`src/rtl/div_iter.sv`:
```
// Iterative radix-2 restoring divider for DIV/DIVU/REM/REMU, one quotient bit per cycle.
// Define DIV_ZERO_BYPASS_EN to route divide-by-zero straight to FIX (two-cycle latency).
module div_iter #(
    parameter int unsigned XLEN = 32
) (
    input  logic            clk,
    input  logic            reset_n,
    input  logic            StartE,
    input  logic            FlushE,
    input  logic [2:0]      Funct3E,
    input  logic [XLEN-1:0] ForwardedSrcAE,
    input  logic [XLEN-1:0] ForwardedSrcBE,
    output logic            BusyE,
    output logic            DoneM,
    output logic [XLEN-1:0] ResultM
);

    localparam int unsigned CW = $clog2(XLEN);

    typedef enum logic [1:0] {StIdle, StIter, StFix, StDone} state_e;

    state_e          state_q, state_d;
    logic            sel_rem_q, sel_rem_d;
    logic            negq_q, negq_d;
    logic            negr_q, negr_d;
    logic [XLEN-1:0] quo_q, quo_d;
    logic [XLEN-1:0] dvs_q, dvs_d;
    logic [XLEN-1:0] rem_q, rem_d;
    logic [XLEN-1:0] result_q, result_d;
    logic [CW-1:0]   cnt_q, cnt_d;

    logic            is_signed;
    logic [XLEN-1:0] a_abs, b_abs;
    logic [XLEN:0]   shifted;
    logic [XLEN+1:0] trial;
    logic            unused_funct3;

    assign unused_funct3 = Funct3E[2];

    assign is_signed = ~Funct3E[0];
    assign a_abs = (is_signed && ForwardedSrcAE[XLEN-1]) ? -ForwardedSrcAE : ForwardedSrcAE;
    assign b_abs = (is_signed && ForwardedSrcBE[XLEN-1]) ? -ForwardedSrcBE : ForwardedSrcBE;

    // Partial remainder keeps its top bit so large unsigned divisors still compare correctly.
    assign shifted = {rem_q, quo_q[XLEN-1]};
    assign trial   = {1'b0, shifted} - {2'b00, dvs_q};

    always_comb begin
        state_d   = state_q;
        sel_rem_d = sel_rem_q;
        negq_d    = negq_q;
        negr_d    = negr_q;
        quo_d     = quo_q;
        dvs_d     = dvs_q;
        rem_d     = rem_q;
        result_d  = result_q;
        cnt_d     = cnt_q;

        unique case (state_q)
            StIdle: begin
                if (StartE && !FlushE) begin
                    sel_rem_d = Funct3E[1];
                    negq_d    = is_signed & (ForwardedSrcAE[XLEN-1] ^ ForwardedSrcBE[XLEN-1])
                                & (ForwardedSrcBE != '0);
                    negr_d    = is_signed & ForwardedSrcAE[XLEN-1];
                    quo_d     = a_abs;
                    dvs_d     = b_abs;
                    rem_d     = '0;
                    cnt_d     = CW'(XLEN - 1);
                    state_d   = StIter;
`ifdef DIV_ZERO_BYPASS_EN
                    if (ForwardedSrcBE == '0) begin
                        quo_d   = '1;
                        rem_d   = ForwardedSrcAE;
                        negq_d  = 1'b0;
                        negr_d  = 1'b0;
                        state_d = StFix;
                    end
`endif
                end
            end
            StIter: begin
                if (!trial[XLEN+1]) begin
                    rem_d = trial[XLEN-1:0];
                    quo_d = {quo_q[XLEN-2:0], 1'b1};
                end else begin
                    rem_d = shifted[XLEN-1:0];
                    quo_d = {quo_q[XLEN-2:0], 1'b0};
                end
                if (cnt_q == '0) begin
                    state_d = StFix;
                end else begin
                    cnt_d = cnt_q - CW'(1);
                end
            end
            StFix: begin
                result_d = sel_rem_q ? (negr_q ? -rem_q : rem_q) : (negq_q ? -quo_q : quo_q);
                state_d  = StDone;
            end
            StDone: begin
                state_d = StIdle;
            end
        endcase

        // Flush abandons the operation without touching the held result.
        if (FlushE) begin
            state_d  = StIdle;
            result_d = result_q;
        end
    end

    always_ff @(posedge clk or negedge reset_n) begin
        if (!reset_n) begin
            state_q   <= StIdle;
            sel_rem_q <= 1'b0;
            negq_q    <= 1'b0;
            negr_q    <= 1'b0;
            quo_q     <= '0;
            dvs_q     <= '0;
            rem_q     <= '0;
            result_q  <= '0;
            cnt_q     <= '0;
        end else begin
            state_q   <= state_d;
            sel_rem_q <= sel_rem_d;
            negq_q    <= negq_d;
            negr_q    <= negr_d;
            quo_q     <= quo_d;
            dvs_q     <= dvs_d;
            rem_q     <= rem_d;
            result_q  <= result_d;
            cnt_q     <= cnt_d;
        end
    end

    assign BusyE   = (state_q == StIter) || (state_q == StFix);
    assign DoneM   = (state_q == StDone);
    assign ResultM = result_q;

endmodule
```
`config.mk`:
```
export PLATFORM = sky130hd
export DESIGN_NAME = div_iter
export DESIGN_NICKNAME = d
export VERILOG_FILES = /design/src/rtl/div_iter.sv
export SDC_FILE = /design/constraint.sdc
export NUM_CORES = 1
export LEC_CHECK = 0
export ABC_AREA = 1
export CAP_MARGIN = 10
export CORE_MARGIN = 1.5
export CORE_UTILIZATION = 43
export CTS_BUF_LIST = sky130_fd_sc_hd__clkbuf_8 sky130_fd_sc_hd__clkbuf_16
export DETAILED_ROUTE_END_ITERATION = 8
export GPL_ROUTABILITY_DRIVEN = 0
export PLACE_DENSITY = 0.72
export SLEW_MARGIN = 20
export SYNTH_ARGS = -nofsm -noshare
export SYNTH_HDL_FRONTEND = slang
export SYNTH_SLANG_ARGS = --single-unit
export TNS_END_PERCENT = 50
```
`constraint.sdc`:
```
create_clock -name clk -period 3 [get_ports clk]
set_clock_uncertainty 0.05 [all_clocks]
set_input_delay 0.3 -clock clk [delete_from_list [all_inputs] [get_ports clk]]
set_output_delay 0.3 -clock clk [all_outputs]
set_load 0.01 [all_outputs]
```
==> results.toml <==
[run_status]
status = "complete, no violations"

[grt]
top_usage_layer = "met2"
grt_pass1_wl_um = 63400
gr-usage-met3_pct = 2.72
antenna_found_initial = 0
grt_usage_pct = 25.8
grt_pass1_vias = 12766
grt_use_met1_pct = 36.9
gr-usage-met2_pct = 41.4
grt_max_degree = 69
grt_overflow_total = 0

[clocking]
cts-htree-levels = 4
cts_buffers = 17
clkTransAtPathRegs_ns = 0.07
cts_buffer_depth = 2
cts-root-buf = "clkbuf_16"
ctsResizeCount = 0
insertion_delay_ns = 0.44
clkSinkCount = 138
cts_tree = "yes"

[power]
p_leak_nw = 7.69
ir_drop_mv = 0.744
power_density_mw_per_mm2 = 815
pwr-share-comb_pct = 54.0
clockPowerShare_pct = 19.7
p_sw_share_pct = 48.6
p_int_mw = 6.11
switching_power_mw = 5.78
sequentialPowerShare_pct = 26.4

[layout]
seq_area_mm2 = 0.00345
drive_gt1_share_pct = 4.32
multiInputGateArea_mm2 = 0.00762
area_growth_pct = 16.5
layout.cells.non_filler = 2581
nets = 2299
antennaDiodeCount = 0
n_fill_cell = 2940

[setup_path]
worstSetupPathType = "reg2reg"
crit_required_ns = 3.27
end_kind = "flip-flop"
start_kind = "flip-flop"
cp_max_fo = 5
arrival_ns = 2.88

[sta]
finalSetupTns_ns = 0
drv_slew = 0
fin_crit_sh_pct = 86.8
period_minus_slack_ns = 2.60
relSlewSlack_pct = 39.0
hold_viol = 0
setup_violations = 0
max_freq_mhz = 384
tightestPinTransition_ns = 0.914
rsz0062_at_grt = "false"

[die]
die_y_um = 174
boundaryPins = 105
fp.dieArea_mm2 = 0.0302
coreArea_mm2 = 0.0287
die_w_um = 174
initial_core_util_pct = 43.6
std_cell_rows = 62

[logic_synthesis]
syn_area_per_cell_um2 = 5.96
synth-main-ff-cell = "dfrtp_1"
synth_largest_area_cell = "dfrtp_1"
yosysWarnings = 0
synth_edf_count = 0
netlist_area_mm2 = 0.0125
synth-seq-area-share_pct = 27.6
syn_nets = 2217
synthDistinctLibCells = 44
synth_common_cells = "nand2_1, inv_1, nand3_1"
yosysMostFrequentCell = "nand2_1"
synth_area_leaders = "dfrtp_1, nand2_1, nand3_1, inv_1, nor2_1"
ys_async_sr_fraction_pct = 100
synth_cells = 2102
synth_seq_cells = 138
netlist.area_leader.share_pct = 27.6

[worst_hold_path]
hp-class = "in2async"

[route]
drtAntennaViolNets = 0
wire_per_inst_um = 15.0
first_pass_iters = 6
num_vias = 13927
drtIter0Drc = 1204
drcViolationCount = 0
via_per_inst = 5.40
routed_wl_um = 38800

[placed_design]
io_buffer_count = 103
dp_hpwl_um = 30200
dp_cells = 2548

[job]
drv_cap = 0
==> layout by cell type (no fill, tap or decap), drive strengths merged <==
master / n
nand2: 685
inv: 321
nand3: 266
nor2: 207
o21ai: 145
dfrtp: 138
clkdlybuf4s50: 102
a21oi: 79
ha: 43
nand4: 32
nor3: 30
buf: 24
xor2: 18
a31oi: 18
xnor2: 17
clkbuf: 17
o211ai: 10
nand3b: 8
o22ai: 7
and2: 5
or2: 4
o21bai: 3
o31ai: 3
bufinv: 3
clkinv: 3
o22a: 1
a21o: 1
o221ai: 1
a22oi: 1
o311ai: 1
nor4: 1
fa: 1
clkinvlp: 1
dlygate4sd3: 1
==> area by class of cell <==
type                       instances  area share (%)
tap                              384            3.29
sequential                       138            23.7
clock buffer                      17            2.91
inverter                         313            8.05
clock inverter                    15            1.47
timing repair buffer             127            8.41
multi-input combinational       1587            52.2
==> timing repair <==
| action | in CTS | in global routing |
|---|---|---|
| endpoints found under the hold margin | 66 | 0 |
| hold buffers | 1 | 0 |
| setup buffers | 0 | 0 |
==> cell families (layout without fill, tap and decap cells) <==
family / Yosys count / count (layout) / share of synthesized area (%)
AO/OA/AOI/OAI: 270 / 270 / 11.6
AND/OR/NAND/NOR: 1238 / 1238 / 42.1
XOR/XNOR: 35 / 35 / 2.45
flip-flops: 138 / 138 / 27.6
adder cells (fa/ha/maj): 44 / 44 / 4.46
buffers and inverters: 377 / 472 / 11.8
==> per-layer routing <==
| metal | vias up | share of wire (%) |
|---|---|---|
| li1 | 6896 | - |
| met1 | 6425 | 46 |
| met2 | 549 | 45 |
| met3 | 57 | 6.4 |
| met4 | 0 | 2.1 |
| met5 | - | 0 |
==> metrics by stage <==
stage | setup slack, ns | hold slack, ns | util, % | power, mW | cell area [um^2]
2_1_floorplan | 0.972 | -0.0456 | - | 7.31 | 12500
3_3_place_gp | 0.481 | 0.296 | 48.6 | 9.30 | 13900
3_5_place_dp | 0.462 | 0.304 | 48.6 | 9.43 | 13900
4_1_cts | 0.432 | 0.383 | 50.8 | 11.8 | 14600
5_1_grt | 0.0870 | 0.404 | 50.8 | 12.8 | 14600
6_report | 0.397 | 0.388 | 50.8 | 11.9 | 14600
==> state kept, by name, summed over array words and instances, names as in the netlist <==
| signal | count |
|---|---|
| ResultM | 32 |
| cnt_q | 5 |
| dvs_q | 32 |
| negq_q | 1 |
| negr_q | 1 |
| quo_q | 32 |
| rem_q | 32 |
| sel_rem_q | 1 |
| state_q | 2 |
==> worst max-delay path: stages (launching register included) <==
cell and delay (ns):
dfrtp_1 0.35, inv_1 0.08, ha_1 0.24, fa_1 0.41
inv_1 0.13, nand3_1 0.09, nand3_1 0.22, nand2_1 0.09
nand2_1 0.18, nand2_1 0.07, nand2_1 0.15, nand2_1 0.10
nand3_1 0.09, nand3_1 0.10, nand2_1 0.10, nand2_1 0.04
==> worst paths after layout <==
path	end	startpoint	slack [ns]	depth (start not counted)
setup / recovery	rem_q[30]	quo_q[31]	0.40	15
hold / removal	dvs_q[5]	reset_n	0.39	2
setup reg to reg	rem_q[30]	quo_q[31]	0.40	15
hold reg to reg	ResultM[31]	ResultM[31]	0.43	2
max in group asynchronous	ResultM[2]	reset_n	1.73	3
min in group clk	sel_rem_q	Funct3E[1]	0.39	3
==> power groups by stage <==
stage | Combinational, mW | Clock (mW) | Sequential (mW)
after floorplan | 4.30 | 0 | 3.01
after global placement | 6.17 | 0 | 3.13
after detailed placement | 6.28 | 0 | 3.15
after CTS | 6.34 | 2.36 | 3.13
after global routing | 7.19 | 2.44 | 3.21
final | 6.42 | 2.34 | 3.14
(Power assumes the default switching activity.)
